## src/rtl/stk_pipe_wrbk_buf.sv

```systemverilog
// STK writeback buffer: routes each WRBK beat into a per-engine response FIFO drained by valid/ready.
// Optional same-cycle bypass into an empty queue: define STK_PIPE_WRBK_BUF_BYPASS_EN.
module stk_pipe_wrbk_buf #(
    parameter int ENGS_N   = 4,
    parameter int DAT_W    = 128,
    parameter int DEPTH    = 2,
    parameter int STATUS_W = 4,
    localparam int ENG_W   = (ENGS_N > 1) ? $clog2(ENGS_N) : 1,
    localparam int IDX_W   = $clog2(DEPTH),
    localparam int PTR_W   = IDX_W + 1,
    localparam int ENT_W   = STATUS_W + DAT_W
) (
    input  logic                       clk,
    input  logic                       arst,
    input  logic                       i_wrbk_uc_vld_r,
    input  logic [ENG_W-1:0]           i_wrbk_uc_engid_r,
    input  logic [STATUS_W-1:0]        i_wrbk_uc_status_r,
    input  logic [DAT_W-1:0]           i_wrbk_uc_dat_r,
    input  logic                       i_wrbk_rsp_inv_kill,
    input  logic [ENGS_N-1:0]          i_rsp_rdy,
    output logic [ENGS_N-1:0]          o_rsp_vld,
    output logic [ENGS_N*DAT_W-1:0]    o_rsp_dat,
    output logic [ENGS_N*STATUS_W-1:0] o_rsp_status,
    output logic [ENGS_N-1:0]          o_eng_full,
    output logic                       o_err_ovf
);

    localparam logic [ENG_W:0] ENGS_L = (ENG_W+1)'(ENGS_N);

    logic [PTR_W-1:0]  wr_ptr [ENGS_N];
    logic [PTR_W-1:0]  rd_ptr [ENGS_N];
    logic [ENT_W-1:0]  mem    [ENGS_N][DEPTH];

    logic [ENGS_N-1:0] empty, full, enq_hit, byp, vld, pop, wr_en;
    logic              enq, bad_eng, ovf_hit;
    logic [ENT_W-1:0]  beat, head;

    assign beat = {i_wrbk_uc_status_r, i_wrbk_uc_dat_r};

    always_comb begin
        enq          = i_wrbk_uc_vld_r & ~i_wrbk_rsp_inv_kill;
        bad_eng      = {1'b0, i_wrbk_uc_engid_r} >= ENGS_L;
        ovf_hit      = enq & bad_eng;
        empty        = '0;
        full         = '0;
        enq_hit      = '0;
        byp          = '0;
        vld          = '0;
        pop          = '0;
        wr_en        = '0;
        head         = '0;
        o_rsp_dat    = '0;
        o_rsp_status = '0;
        for (int e = 0; e < ENGS_N; e++) begin
            empty[e]   = (wr_ptr[e] == rd_ptr[e]);
            full[e]    = (wr_ptr[e][IDX_W-1:0] == rd_ptr[e][IDX_W-1:0]) &&
                         (wr_ptr[e][PTR_W-1] != rd_ptr[e][PTR_W-1]);
            enq_hit[e] = enq & ~bad_eng & (i_wrbk_uc_engid_r == ENG_W'(e));
`ifdef STK_PIPE_WRBK_BUF_BYPASS_EN
            byp[e]     = enq_hit[e] & empty[e];
`else
            byp[e]     = 1'b0;
`endif
            vld[e]     = ~empty[e] | byp[e];
            pop[e]     = ~empty[e] & i_rsp_rdy[e];
            // A full queue still accepts a beat when its head leaves this cycle;
            // a bypassed beat taken immediately is never stored.
            wr_en[e]   = enq_hit[e] & (~full[e] | pop[e]) & ~(byp[e] & i_rsp_rdy[e]);
            ovf_hit    = ovf_hit | (enq_hit[e] & full[e] & ~pop[e]);
            if (byp[e])
                head = beat;
            else if (!empty[e])
                head = mem[e][rd_ptr[e][IDX_W-1:0]];
            else
                head = '0;
            o_rsp_dat[e*DAT_W +: DAT_W]          = head[DAT_W-1:0];
            o_rsp_status[e*STATUS_W +: STATUS_W] = head[DAT_W +: STATUS_W];
        end
    end

    assign o_rsp_vld  = vld;
    assign o_eng_full = full;

    always_ff @(posedge clk or posedge arst) begin
        if (arst) begin
            for (int e = 0; e < ENGS_N; e++) begin
                wr_ptr[e] <= '0;
                rd_ptr[e] <= '0;
            end
            o_err_ovf <= 1'b0;
        end else begin
            for (int e = 0; e < ENGS_N; e++) begin
                if (wr_en[e]) wr_ptr[e] <= wr_ptr[e] + PTR_W'(1);
                if (pop[e])   rd_ptr[e] <= rd_ptr[e] + PTR_W'(1);
            end
            if (ovf_hit) o_err_ovf <= 1'b1;
        end
    end

    // Entry storage carries no reset; stale entries are masked by the empty flag.
    always_ff @(posedge clk) begin
        for (int e = 0; e < ENGS_N; e++) begin
            if (wr_en[e]) mem[e][wr_ptr[e][IDX_W-1:0]] <= beat;
        end
    end

endmodule

```

## config.mk

```make
export PLATFORM = sky130hd
export DESIGN_NAME = stk_pipe_wrbk_buf
export DESIGN_NICKNAME = d
export VERILOG_FILES = /design/src/rtl/stk_pipe_wrbk_buf.sv
export SDC_FILE = /design/constraint.sdc
export NUM_CORES = 1
export LEC_CHECK = 0
export BUFFER_PORTS_ARGS = -buffer_cell sky130_fd_sc_hd__buf_2
export CAP_MARGIN = 0
export CORE_ASPECT_RATIO = 0.5
export CORE_UTILIZATION = 42
export CTS_CLUSTER_SIZE = 16
export DETAILED_ROUTE_END_ITERATION = 16
export SLEW_MARGIN = 5
export SYNTH_ARGS = -nofsm -noshare
export SYNTH_HDL_FRONTEND = slang
export SYNTH_SLANG_ARGS = --single-unit
```

## constraint.sdc

```tcl
create_clock -name clk -period 10.2 [get_ports clk]
set_clock_uncertainty 0.1 [all_clocks]
set_input_delay 0.51 -clock clk [delete_from_list [all_inputs] [get_ports clk]]
set_output_delay 0.51 -clock clk [all_outputs]
set_load 0.02 [all_outputs]
```

* Word-level counts from Yosys, hierarchy flattened *
Memories as Yosys holds them, arrays and structs flattened.
Index checks and enable logic that the tools add are counted.

word-level totals
  bits in writable memories = 1056
  word-level logic and storage cells = 147
  bits of input ports = 142
  memories kept = 1
  output and inout port bits = 537
  bits in registers = 17

memory list
  memory  words  bits a word  rd ports  clocked after Yosys merged registers in  wr ports  line  source
  mem     4      264          4         0                                        1         32    logic [ENT_W-1:0] mem [ENGS_N][DEPTH];

cells by class
  bitwise gates (word level) = 49
  mux-type cells = 41
  equal/unequal tests = 15
  add/sub/neg operators = 8
  magnitude comparators = 12
  reductions and logical operators = 12

operators by type and width
  operator                                                                       count
  132-bit 2-to-1 mux                                                             20
  264-bit 2-to-1 mux                                                             10
  264-bit OR reduction                                                           3
  132-bit demux with 1-bit select                                                4
  1-bit bitwise AND                                                              21
  2-bit by 1-bit adder with 2-bit output (second input constant)                 8
  2-bit >= comparator (second input constant)                                    8
  1-bit inverter with 2-bit output                                               8
  1-bit inverter                                                                 13
  2-bit == test                                                                  4
  1-bit logical AND                                                              8
  2-bit by 1-bit less-than comparator with 1-bit output (second input constant)  4
  1-bit OR                                                                       7
  2-bit 2-to-1 mux                                                               3
  1-bit == test                                                                  4
  2-bit == test (second input constant)                                          2
  1-bit 2-to-1 mux                                                               4
  1-bit != test                                                                  4
  2-bit by 1-bit == test with 1-bit output (second input constant)               1
  2-bit zero test                                                                1

* Depth between registers and ports, before layout *
Gate-level depths: netlist (run 1).

  depth after elaboration = 11
  gate-level depth with buffers = 7
  gate-level depth less buffers = 5

* Worst setup path after synthesis (run 1) *
Ideal clock, no wire load.

  path type = input -> register
  from = input i_wrbk_rsp_inv_kill
  to = memory mem[2][0] (netlist bit) (enable)
  path slack = 2.816 ns
  required time = 9.472 ns
  setup time = 0.628 ns
  path buffers = 0
  data arrival time = 6.656 ns
  stages on the path = 3
  cells stage by stage = nor3b_1 -> o311ai_2 -> nor2_1

on the way
  cells in the longest elaborated chain, start to end = 10
  elaborated cells between the ends (all ways) = 27
  those cells by class = mux (14); bitwise (10); reduce/logical (3)

ends and longest elaborated chain
  what                                                                                   line  source
  start: declaration                                                                     19    input logic i_wrbk_rsp_inv_kill,
  1-bit inverter (*)                                                                     41    enq = i_wrbk_uc_vld_r & ~i_wrbk_rsp_inv_kill;
  1-bit bitwise AND (*)                                                                  41
  1-bit bitwise AND                                                                      58    enq_hit[e] = enq & ~bad_eng & (i_wrbk_uc_engid_r == ENG_W'(e));
  1-bit bitwise AND                                                                      68    wr_en[e] = enq_hit[e] & (~full[e] | pop[e]) & ~(byp[e] & i_rsp_rdy[e]);
  1-bit 2-to-1 mux                                                                       103   if (wr_en[e]) mem[e][wr_ptr[e][IDX_W-1:0]] <= beat;
  264-bit 2-to-1 mux (implied by the code)                                               103
  264-bit OR reduction (no source line)                                                  --
  2-bit 2-to-1 mux (no source line) or 264-bit 2-to-1 mux (tied branches) (3 in series)  --
  end: declaration                                                                       32

Every way passes the cells marked *; elsewhere a longest branch is shown, timed or not.

* Worst setup path in the final report (run 1) *
  from = register rd_ptr[6] (netlist bit)
  to = output o_rsp_vld[0]

on the way
  cells in the longest elaborated chain, start to end = 2

ends and longest elaborated chain
  what                              line  source
  start: declaration                31    logic [PTR_W-1:0] rd_ptr [ENGS_N];
  start signal: indexed assignment  94    if (pop[e]) rd_ptr[e] <= rd_ptr[e] + PTR_W'(1);
  2-bit == test                     55    empty[e] = (wr_ptr[e] == rd_ptr[e]);
  1-bit inverter                    64    vld[e] = ~empty[e] | byp[e];
  end: declaration                  21    output logic [ENGS_N-1:0] o_rsp_vld,

No other way between the ends.

==> results of run 1 <==
-- through the flow --
stage	utilization [%]	cell area [um^2]	std cells	total power [uW]
2_1_floorplan	-	40560	2330	9957
3_3_place_gp	47.41	45270	4194	12720
3_5_place_dp	47.41	45270	4194	12730
4_1_cts	51.75	49420	4492	16170
5_1_grt	51.76	49430	4494	16600
6_report	51.76	49430	4494	16010
-- logic make-up (layout without fill, tap and decap cells) --
logic type	after synthesis	after routing	synth area share [%]
AO/OA/AOI/OAI	4	4	0.1110
XOR/XNOR	28	28	0.6046
buffers and inverters	135	1026	1.696
flip-flops	1073	1073	79.22
multiplexers	529	529	13.05
other	0	2	0
AND/OR/NAND/NOR	561	561	5.312
-- flip-flops by register name (all words and copies together), names as in the netlist --
signal / flops
mem: 1056
wr_ptr: 8
rd_ptr: 8
o_err_ovf: 1
-- path summary, 6_finish.rpt --
check / startpoint / cells past startpoint / slack [ns] / end
hold / removal: i_wrbk_uc_dat_r[33] / 1 / 0.03 / mem[2][165]
setup / recovery: rd_ptr[6] / 6 / 5.16 / o_rsp_vld[0]
max in group asynchronous: arst / 3 / 9.02 / rd_ptr[6]
setup reg to reg: rd_ptr[0] / 7 / 5.73 / mem[3][234]
min in group asynchronous: arst / 3 / 0.43 / o_err_ovf
hold reg to reg: rd_ptr[7] / 1 / 0.39 / rd_ptr[7]
-- cells in the mapped netlist, drive strengths merged (2+ instances only) --
cell type	instances	area (um^2)
edfxtp	1056	31710
nor2	538	2019
mux2i	529	5295
buf	100	551.8
clkbuf	24	95.09
xnor2	21	183.9
dfrtp	17	425.4
inv	11	41.29
xor2	7	61.31
nand2	5	18.77
and2	4	25.02
nand3	4	20.02
nor3	3	20.02
nor4	2	12.51
o311ai	2	32.53
or3	2	12.51
-- power breakdown --
part	switching (uW)	total, uW	leakage (uW)	internal [uW]
clock network	1590	3410	0.00138	1820
registers	227	5280	0.00973	5060
logic	5150	7310	0.00808	2160
total	6960	16000	0.0192	9040
-- cell type report --
class                   count  area (um^2)
flip-flops and latches   1073        32150
clock inverters            42        326.6
fillers                  8032        46070
multi-input cells        1122         7801
repair buffers            846         4977
clock buffers             127         2529
inverters                  11        46.29
well taps                1271         1590
diodes                      2        5.005
-- routing by layer --
| metal | routed length (um) | GRT usage (%) | vias to the layer above |
|---|---|---|---|
| met3 | 3584 | 3.458 | 176 |
| met5 | 0 | 0 | - |
| met2 | 56410 | 37.58 | 498 |
| met4 | 4065 | 7.887 | 0 |
| li1 | - | - | 10280 |
| met1 | 42180 | 25.90 | 11770 |
-- what timing repair did --
action	in CTS	in global routing
hold endpoints to repair	1009	0
hold buffers	129	0
gates resized for setup	0	0
==> metrics.yaml, run 1 <==
clock_tree:
  htreeDepth: 3
  post_cts.repair.setup_buffers: 0
  cts_tree: "yes"
  path_clk_slew_ns: 0.07
  cts_buffers: 95
  clk_latency_ns: 0.70
  cts_root_buffer: "clkbuf_16"
  cts_num_sinks: 1073
  clk_path_buf_depth: 3
sta:
  period_share_pct: 49.40
  setup_slack_ns: 5.162
  setup_viol: 0
  clock.fmax_mhz: 198.5
  whs_ns: 0.03210
  slew_headroom_pct: 20.47
  rsz0062_at_grt: "false"
  hold_viol: 0
  worst_slew_pin_slew_ns: 1.193
  min_period_ns: 5.038
  slew_viol_final: 0
  setup_tns_ns: 0
global_routing:
  antenna_found_initial: 2
  grt_pass1_wl_um: 150300
  grt_start_max_net_pins: 77
  grt_pass1_vias: 22060
  grt_usage_pct: 21.18
  gr-total-overflow: 0
critical_path:
  crit_top_cell: "buf_4"
  critPathMaxFanout: 52
  end_kind: "primary output"
  crit_required_ns: 9.59
  start_kind: "register"
  cp.arrival_ns: 4.43
  critPathSlowestCell: "buf_4"
  slowest_delay_ns: 0.89
  worstPathCellList: "buf_4 -> xnor2_1 -> and2_4 -> buf_4 -> inv_1 -> buf_2"
  path_buf_inv: 4
  path_class: "reg2out"
  cpLargestDelayFamily: "buffers and inverters"
routing:
  drc: 0
  drtAntennaViolNets: 0
  drt_first_pass_iters: 7
  wl_um: 106200
  num_vias: 22710
  drtIter0Drc: 1340
  wire_per_inst_um: 23.64
  viasPerCell: 5.054
floorplanning:
  chipWidth_um: 441.5
  core_um2: 95490
  io_pins: 679
  fp-row-count: 80
  initial_core_util_pct: 42.48
  die_h_um: 221.8
  die-area_um2: 97900
logic_synthesis:
  ys_seq_area_share_pct: 79.22
  ys_types: 26
  syn-num-nets: 2472
  syn-mean-instance-area_um2: 17.41
  ys_warn_count: 0
  ys_ff_latch: 1073
  ys.flop_type: "edfxtp_1"
  synth_edf_count: 1056
  async_flop_share_pct: 1.584
  syn_inst: 2330
  syn_area_um2: 40560
power_and_ir_drop:
  p_leak_uw: 0.01919
  p_per_area_nw_per_um2: 323.8
  vdd_drop_max_v: 0.0002082
placed_design:
  pre_cts_ws_ns: 5.681
  gp_congestion: 0.8084
  io_buffers: 678
  hpwl_um: 65890
status:
  status: "finished, final reports clean"
finish:
  layout-drive-gt1-share_pct: 26.61
  fin_nets: 3291
  layout_commonest_cell: "edfxtp_1"
  most-common-layout-cells: "edfxtp_1 (1056), buf_2 (678), nor2_1 (532)"
  areaGrowthSynthToFinish_pct: 21.85
flow_run:
  max_cap_violations: 0
min_path:
  hp-class: "in2reg"
Power figures use the tool's default switching activity.
==> run 2: changes to the inputs <==
- clock period: 10.2 -> 4.3 ns (I/O delays scaled with it)
==> run 2 against run 1 <==
  * Register-to-register slack lost 4.2 ns
  * Combinational power grew 150%
  * Sequential share of layout area shrank 0.73 points
  * Cell count grew 0.45%
  * Critical path type unchanged
  * Critical endpoint is now o_rsp_dat[79]
==> metrics.yaml, run 2 (synthesis results as in run 1) <==
routing:
  num_vias: 22920
  drc: 0
  drt_first_pass_iters: 5
  drtAntennaViolNets: 0
  drtIter0Drc: 1510
  viasPerCell: 5.077
  wire_per_inst_um: 23.63
  wl_um: 106700
placed_design:
  dp.cells: 4196
  io_buffers: 678
  gp_congestion: 0.8257
  placed_cell_area_um2: 45540
  hpwl_um: 66480
floorplanning:
  fp-row-count: 80
  die-area_um2: 97900
  io_pins: 679
  chipWidth_um: 441.5
  die_h_um: 221.8
  initial_core_util_pct: 42.48
  core_um2: 95490
critical_path:
  worstPathCellList: "xnor2_1 -> and2_4 -> buf_4 -> nor2_1 -> buf_2"
  start_kind: "register"
  cp.arrival_ns: 3.28
  critPathSlowestCell: "dfrtp_4"
  critPathMaxFanout: 53
  path_class: "reg2out"
  path_buf_inv: 2
  end_kind: "primary output"
  slowest_delay_ns: 0.85
  cpLargestDelayFamily: "flip-flops"
  crit_required_ns: 3.98
global_routing:
  grt_usage_pct: 21.31
  grt_start_max_net_pins: 133
  grt_pass1_wl_um: 152700
  antenna_found_initial: 1
  grt_pass1_vias: 22450
  gr-total-overflow: 0
clock_tree:
  cts_root_buffer: "clkbuf_16"
  htreeDepth: 3
  holdBufCountCts: 141
  cts_tree: "yes"
  clk_path_buf_depth: 3
  cts_buffers: 94
  clk_latency_ns: 0.69
  post_cts.repair.setup_buffers: 0
  path_clk_slew_ns: 0.06
  cts_num_sinks: 1073
  cts_resized: 0
finish:
  fin_cells: 4514
  most-common-layout-cells: "edfxtp_1 (1056), buf_2 (678), nor2_1 (532)"
  fin_nets: 3304
  stdcell_area_um2: 49990
  layout-drive-gt1-share_pct: 26.92
  largest_reg_flops: 1056
  layout_commonest_cell: "edfxtp_1"
  areaGrowthSynthToFinish_pct: 23.24
  nFillCells: 7865
  diodes: 0
sta:
  worst_slew_pin_slew_ns: 1.135
  clock.fmax_mhz: 278.4
  rsz0062_at_grt: "false"
  slew_headroom_pct: 24.35
  hold_viol: 0
  period_share_pct: 83.55
  slew_viol_final: 0
  setup_viol: 0
  min_period_ns: 3.593
power_and_ir_drop:
  sw_frac_of_total_pct: 43.41
  clkPwrFrac_pct: 21.8
  power.total_uw: 38780
  seq_power_share_pct: 31.8
  vdd_drop_max_v: 0.0005709
  netSwitchingPower_uw: 16830
  p_leak_uw: 0.01940
  p_per_area_nw_per_um2: 775.7
  intPower_uw: 21950
  combPwrFrac_pct: 46.5
min_path:
  hp-class: "in2async"
flow_run:
  max_cap_violations: 0
status:
  status: "finished, final reports clean"
==> run 2: cell types whose count changed in the layout (fill, tap and decap cells not counted), moves of 2 or more <==
cell	delta
diode_2	-2
clkinv_2	+3
clkbuf_8	+2
bufinv_16	+5
dlygate4sd3_1	+12
buf_4	-17
clkinvlp_4	+2
clkbuf_1	-3
buf_12	+19
==> run 2: metrics by stage <==
step | hold WS [ns] | utilization [%] | TNS (ns) | setup WS [ns]
4_1_cts | 0.08082 | 52.35 | 0 | 0.6146
6_report | 0.1110 | 52.35 | 0 | 0.7074
3_3_place_gp | 0.2470 | 47.69 | 0 | 1.304
2_1_floorplan | 0.04107 | - | -20.02 | -0.1511
5_1_grt | 0.1401 | 52.35 | 0 | 0.5034
3_5_place_dp | 0.2434 | 47.69 | 0 | 1.262
==> run 2: worst paths after layout <==
kind                                           start  slack, ns            end  cells after the start
worst max register to register             rd_ptr[6]       1.50    mem[0][130]                      4
worst min register to register             wr_ptr[3]       0.39      wr_ptr[3]                      1
max in group asynchronous                       arst       3.49      rd_ptr[2]                      3
worst max-delay path                       rd_ptr[6]       0.71  o_rsp_dat[79]                      5
worst min-delay path                            arst       0.11      rd_ptr[7]                      3
min in group clk                i_wrbk_uc_engid_r[0]       0.18      wr_ptr[5]                      4
==> run 2: metal layers <==
| metal | GRT usage, % | vias to the layer above | share of wire [%] |
|---|---|---|---|
| li1 | - | 10310 | - |
| met1 | 25.25 | 11970 | 39 |
| met2 | 39.14 | 480 | 55 |
| met3 | 3.578 | 155 | 3.3 |
| met4 | 6.841 | 0 | 3.3 |
| met5 | 0 | - | 0 |
==> run 2: area by class of cell <==
cell class,count,area (um^2),area share (%)
clock buffers,125,2520,5.041
clock inverters,52,520.5,1.041
inverters,11,45.04,0.09010
multi-input cells,1122,7814,15.63
flip-flops and latches,1073,32150,64.31
well taps,1271,1590,3.181
repair buffers,860,5350,10.70
==> run 2: worst reg2reg max path: stages, from the launching register on <==
cell and delay (ns):
dfrtp_4 0.85, xor2_1 0.32, o311ai_2 0.20, nor2_4 0.17, buf_4 0.70
==> run 2: power groups by stage <==
| stage | combinational (uW) | clock (uW) | sequential, uW |
|---|---|---|---|
| floorplan | 11300 | 0 | 12300 |
| global placement | 18100 | 0 | 12500 |
| detailed placement | 18100 | 0 | 12600 |
| CTS | 18300 | 8630 | 12300 |
| global route | 18900 | 9000 | 12400 |
| finish | 18000 | 8440 | 12300 |
==> run 3: changes to the inputs <==
- ABC_AREA: unset -> 1
- clock period: 4.3 -> 3.65 ns (I/O delays scaled with it)
==> run 3 against run 2 <==
  * Die area up 0.17%
  * Non-clock buffer count up 20
  * Sequential power up 17%
  * Critical endpoint is now mem[3][190]
==> metrics.yaml, run 3 <==
status:
  status: "finished, final reports clean"
power_and_ir_drop:
  sw_frac_of_total_pct: 44.41
  netSwitchingPower_uw: 20040
  p_leak_uw: 0.01878
  combPwrFrac_pct: 45.3
  clkPwrFrac_pct: 22.8
  p_per_area_nw_per_um2: 900.5
  seq_power_share_pct: 31.9
  intPower_uw: 25080
  vdd_drop_max_v: 0.0009006
finish:
  nFillCells: 8074
  layout_commonest_cell: "nand2_1"
  fin_nets: 3912
  largest_reg_flops: 1056
  areaGrowthSynthToFinish_pct: 23.32
  most-common-layout-cells: "nand2_1 (1100), edfxtp_1 (1056), buf_2 (678)"
  layout-drive-gt1-share_pct: 25.67
  fin_cells: 5121
logic_synthesis:
  syn_inst: 2965
  syn-num-nets: 3107
  ys_seq_area_share_pct: 79.09
  yosys-top-cells-area: "edfxtp_1 (78%), nand2_1 (10%), a21oi_1 (5.5%)"
  ys.flop_type: "edfxtp_1"
  ys_types: 22
  syn_area_um2: 40630
  yosysTopAreaCellShare_pct: 78.04
  ys_ff_latch: 1073
  async_flop_share_pct: 1.584
  synth_top_cells_by_count: "nand2_1 (1100), edfxtp_1 (1056), a21oi_1 (445), clkbuf_1 (102), a21oi_2 (89)"
  syn-mean-instance-area_um2: 13.70
  synth_most_common_cell: "nand2_1"
  ys_warn_count: 0
  post-synth-top-area-cell: "edfxtp_1"
  synth_edf_count: 1056
min_path:
  hold_path.startpoint: "i_wrbk_uc_engid_r[0]"
  hold_depth: 6
  holdPathEnd: "wr_ptr[0]"
  hp-class: "in2reg"
global_routing:
  grt_pass1_wl_um: 171700
  grt_pass1_vias: 25170
  grt_usage_pct: 23.73
  antenna_found_initial: 1
  grt_start_max_net_pins: 133
  gr-total-overflow: 0
clock_tree:
  cts_buffers: 96
  cts_tree: "yes"
  clk_latency_ns: 0.69
  htreeDepth: 3
  cts_root_buffer: "clkbuf_16"
  post_cts.repair.setup_buffers: 0
  path_clk_slew_ns: 0.06
  cts_num_sinks: 1073
  clk_path_buf_depth: 3
critical_path:
  path_class: "in2reg"
  start_kind: "input pin"
  r2r-start: "rd_ptr[6]"
  r2r_end: "mem[0][262]"
  critPathSlowestCell: "dlygate4sd3_1"
  critPathMaxFanout: 54
  end_kind: "register"
  r2r_cells: 7
  r2r_slack_ns: 0.71
  crit_required_ns: 3.89
  slowest_delay_ns: 0.70
  worstPathCellList: "dlygate4sd3_1 -> buf_2 -> inv_1 -> nand2_1 -> dlygate4sd3_1 -> nor3_1 -> dlygate4sd3_1 -> nand3_1 -> clkinvlp_4 -> buf_12"
  crit_top_cell: "dlygate4sd3_1"
  cpLargestDelayFamily: "buffers and inverters"
  path_buf_inv: 7
  cp.arrival_ns: 3.66
sta:
  setup_tns_ns: 0
  period_share_pct: 93.63
  setup_viol: 0
  rsz0062_at_grt: "false"
  slew_viol_final: 0
  worst_slew_pin_slew_ns: 1.108
  min_period_ns: 3.417
  hold_viol: 0
  slew_headroom_pct: 26.11
  clock.fmax_mhz: 292.6
routing:
  wire_per_inst_um: 23.31
  viasPerCell: 5.214
  drt_first_pass_iters: 5
  drtAntennaViolNets: 0
  wl_um: 119400
  drc: 0
  drtIter0Drc: 2320
  num_vias: 26700
placed_design:
  hpwl_um: 71110
  io_buffers: 678
  gp_congestion: 0.8211
  dp.cells: 4798
flow_run:
  max_cap_violations: 0
floorplanning:
  initial_core_util_pct: 42.51
  core_um2: 95590
  io_pins: 679
  fp-row-count: 80
  chipWidth_um: 441.9
  die_h_um: 221.9
  die-area_um2: 98070
==> run 3: changes by cell type in the layout (fill, tap and decap cells not counted), moves of 6 or more <==
cell / change
buf_4: +12
nand3_1: +8
xnor2_1: -19
a21oi_1: +445
mux2i_1: -529
a21oi_2: +89
inv_1: +12
nand2_1: +1095
inv_2: +6
nor2_1: -520
==> run 3: cells by family after synthesis <==
| family | after synthesis | share of synthesized area (%) |
|---|---|---|
| simple gates | 1138 | 10.63 |
| flops | 1073 | 79.09 |
| compound gates | 538 | 7.449 |
| buf+inv | 207 | 2.621 |
| xor+xnor | 9 | 0.2125 |
==> run 3: worst max-delay path by stage <==
| stage | start | endpoint | slack, ns | cells after the start |
|---|---|---|---|---|
| after floorplan | rd_ptr[1] | mem[3][0] | 0.23 | 4 |
| after global placement | rd_ptr[6] | mem[0][248] | 0.70 | 7 |
| final | i_wrbk_rsp_inv_kill | mem[3][190] | 0.23 | 10 |
| after CTS | i_wrbk_rsp_inv_kill | mem[3][190] | 0.32 | 10 |
| after detailed placement | rd_ptr[6] | mem[0][248] | 0.68 | 7 |
| after global routing | i_wrbk_rsp_inv_kill | mem[3][190] | 0.24 | 10 |
==> run 3: worst min-delay path, stage by stage <==
cell and delay, ns:
buf_2 0.10, inv_1 0.10, nor3_1 0.13, nand2_1 0.17, nand2_1 0.07, nand2_1 0.07
==> run 3: per-layer routing <==
metal  global-route usage [%]  vias to the layer above  part of all wire (%)
met2                    41.54                      832                    52
met3                    3.283                      232                   4.2
met4                    10.39                        0                   4.6
met5                        0                        -                     0
met1                    29.49                    13580                    40
li1                         -                    12060                     -
==> run 3: through the flow <==
stage          utilization (%)  hold WS [ns]  worst slack (ns)  power [uW]  instance area (um^2)
3_5_place_dp             47.58        0.2393            0.6824       35070                 45480
6_report                 52.42       0.06792            0.2326       45120                 50110
4_1_cts                  52.42      0.008601            0.3173       45490                 50110
3_3_place_gp             47.58        0.2253            0.7016       34960                 45480
2_1_floorplan                -      0.008569            0.2282       26820                 40690
5_1_grt                  52.42       0.07459            0.2397       46750                 50110
==> run 3: power groups by stage <==
stage	clock network (uW)	registers, uW	logic [uW]
2_1_floorplan	0	14500	12300
3_5_place_dp	0	14700	20400
6_report	10300	14400	20400
5_1_grt	10900	14400	21400
3_3_place_gp	0	14600	20300
4_1_cts	10500	14400	20600
==> run 3: final cells by class <==
type	count	area, um^2	area share [%]
multi-input cells	1685	7483	14.93
well taps	1271	1590	3.174
inverters	34	148.9	0.2971
clock buffers	125	2605	5.199
flip-flops and latches	1073	32150	64.16
diodes	1	2.502	0.004994
clock inverters	52	566.8	1.131
repair buffers	880	5560	11.10
==> run 3: repair_timing <==
item,CTS,global route
hold endpoints to repair,1087,0
hold buffers,145,0
gates resized for setup,0,0
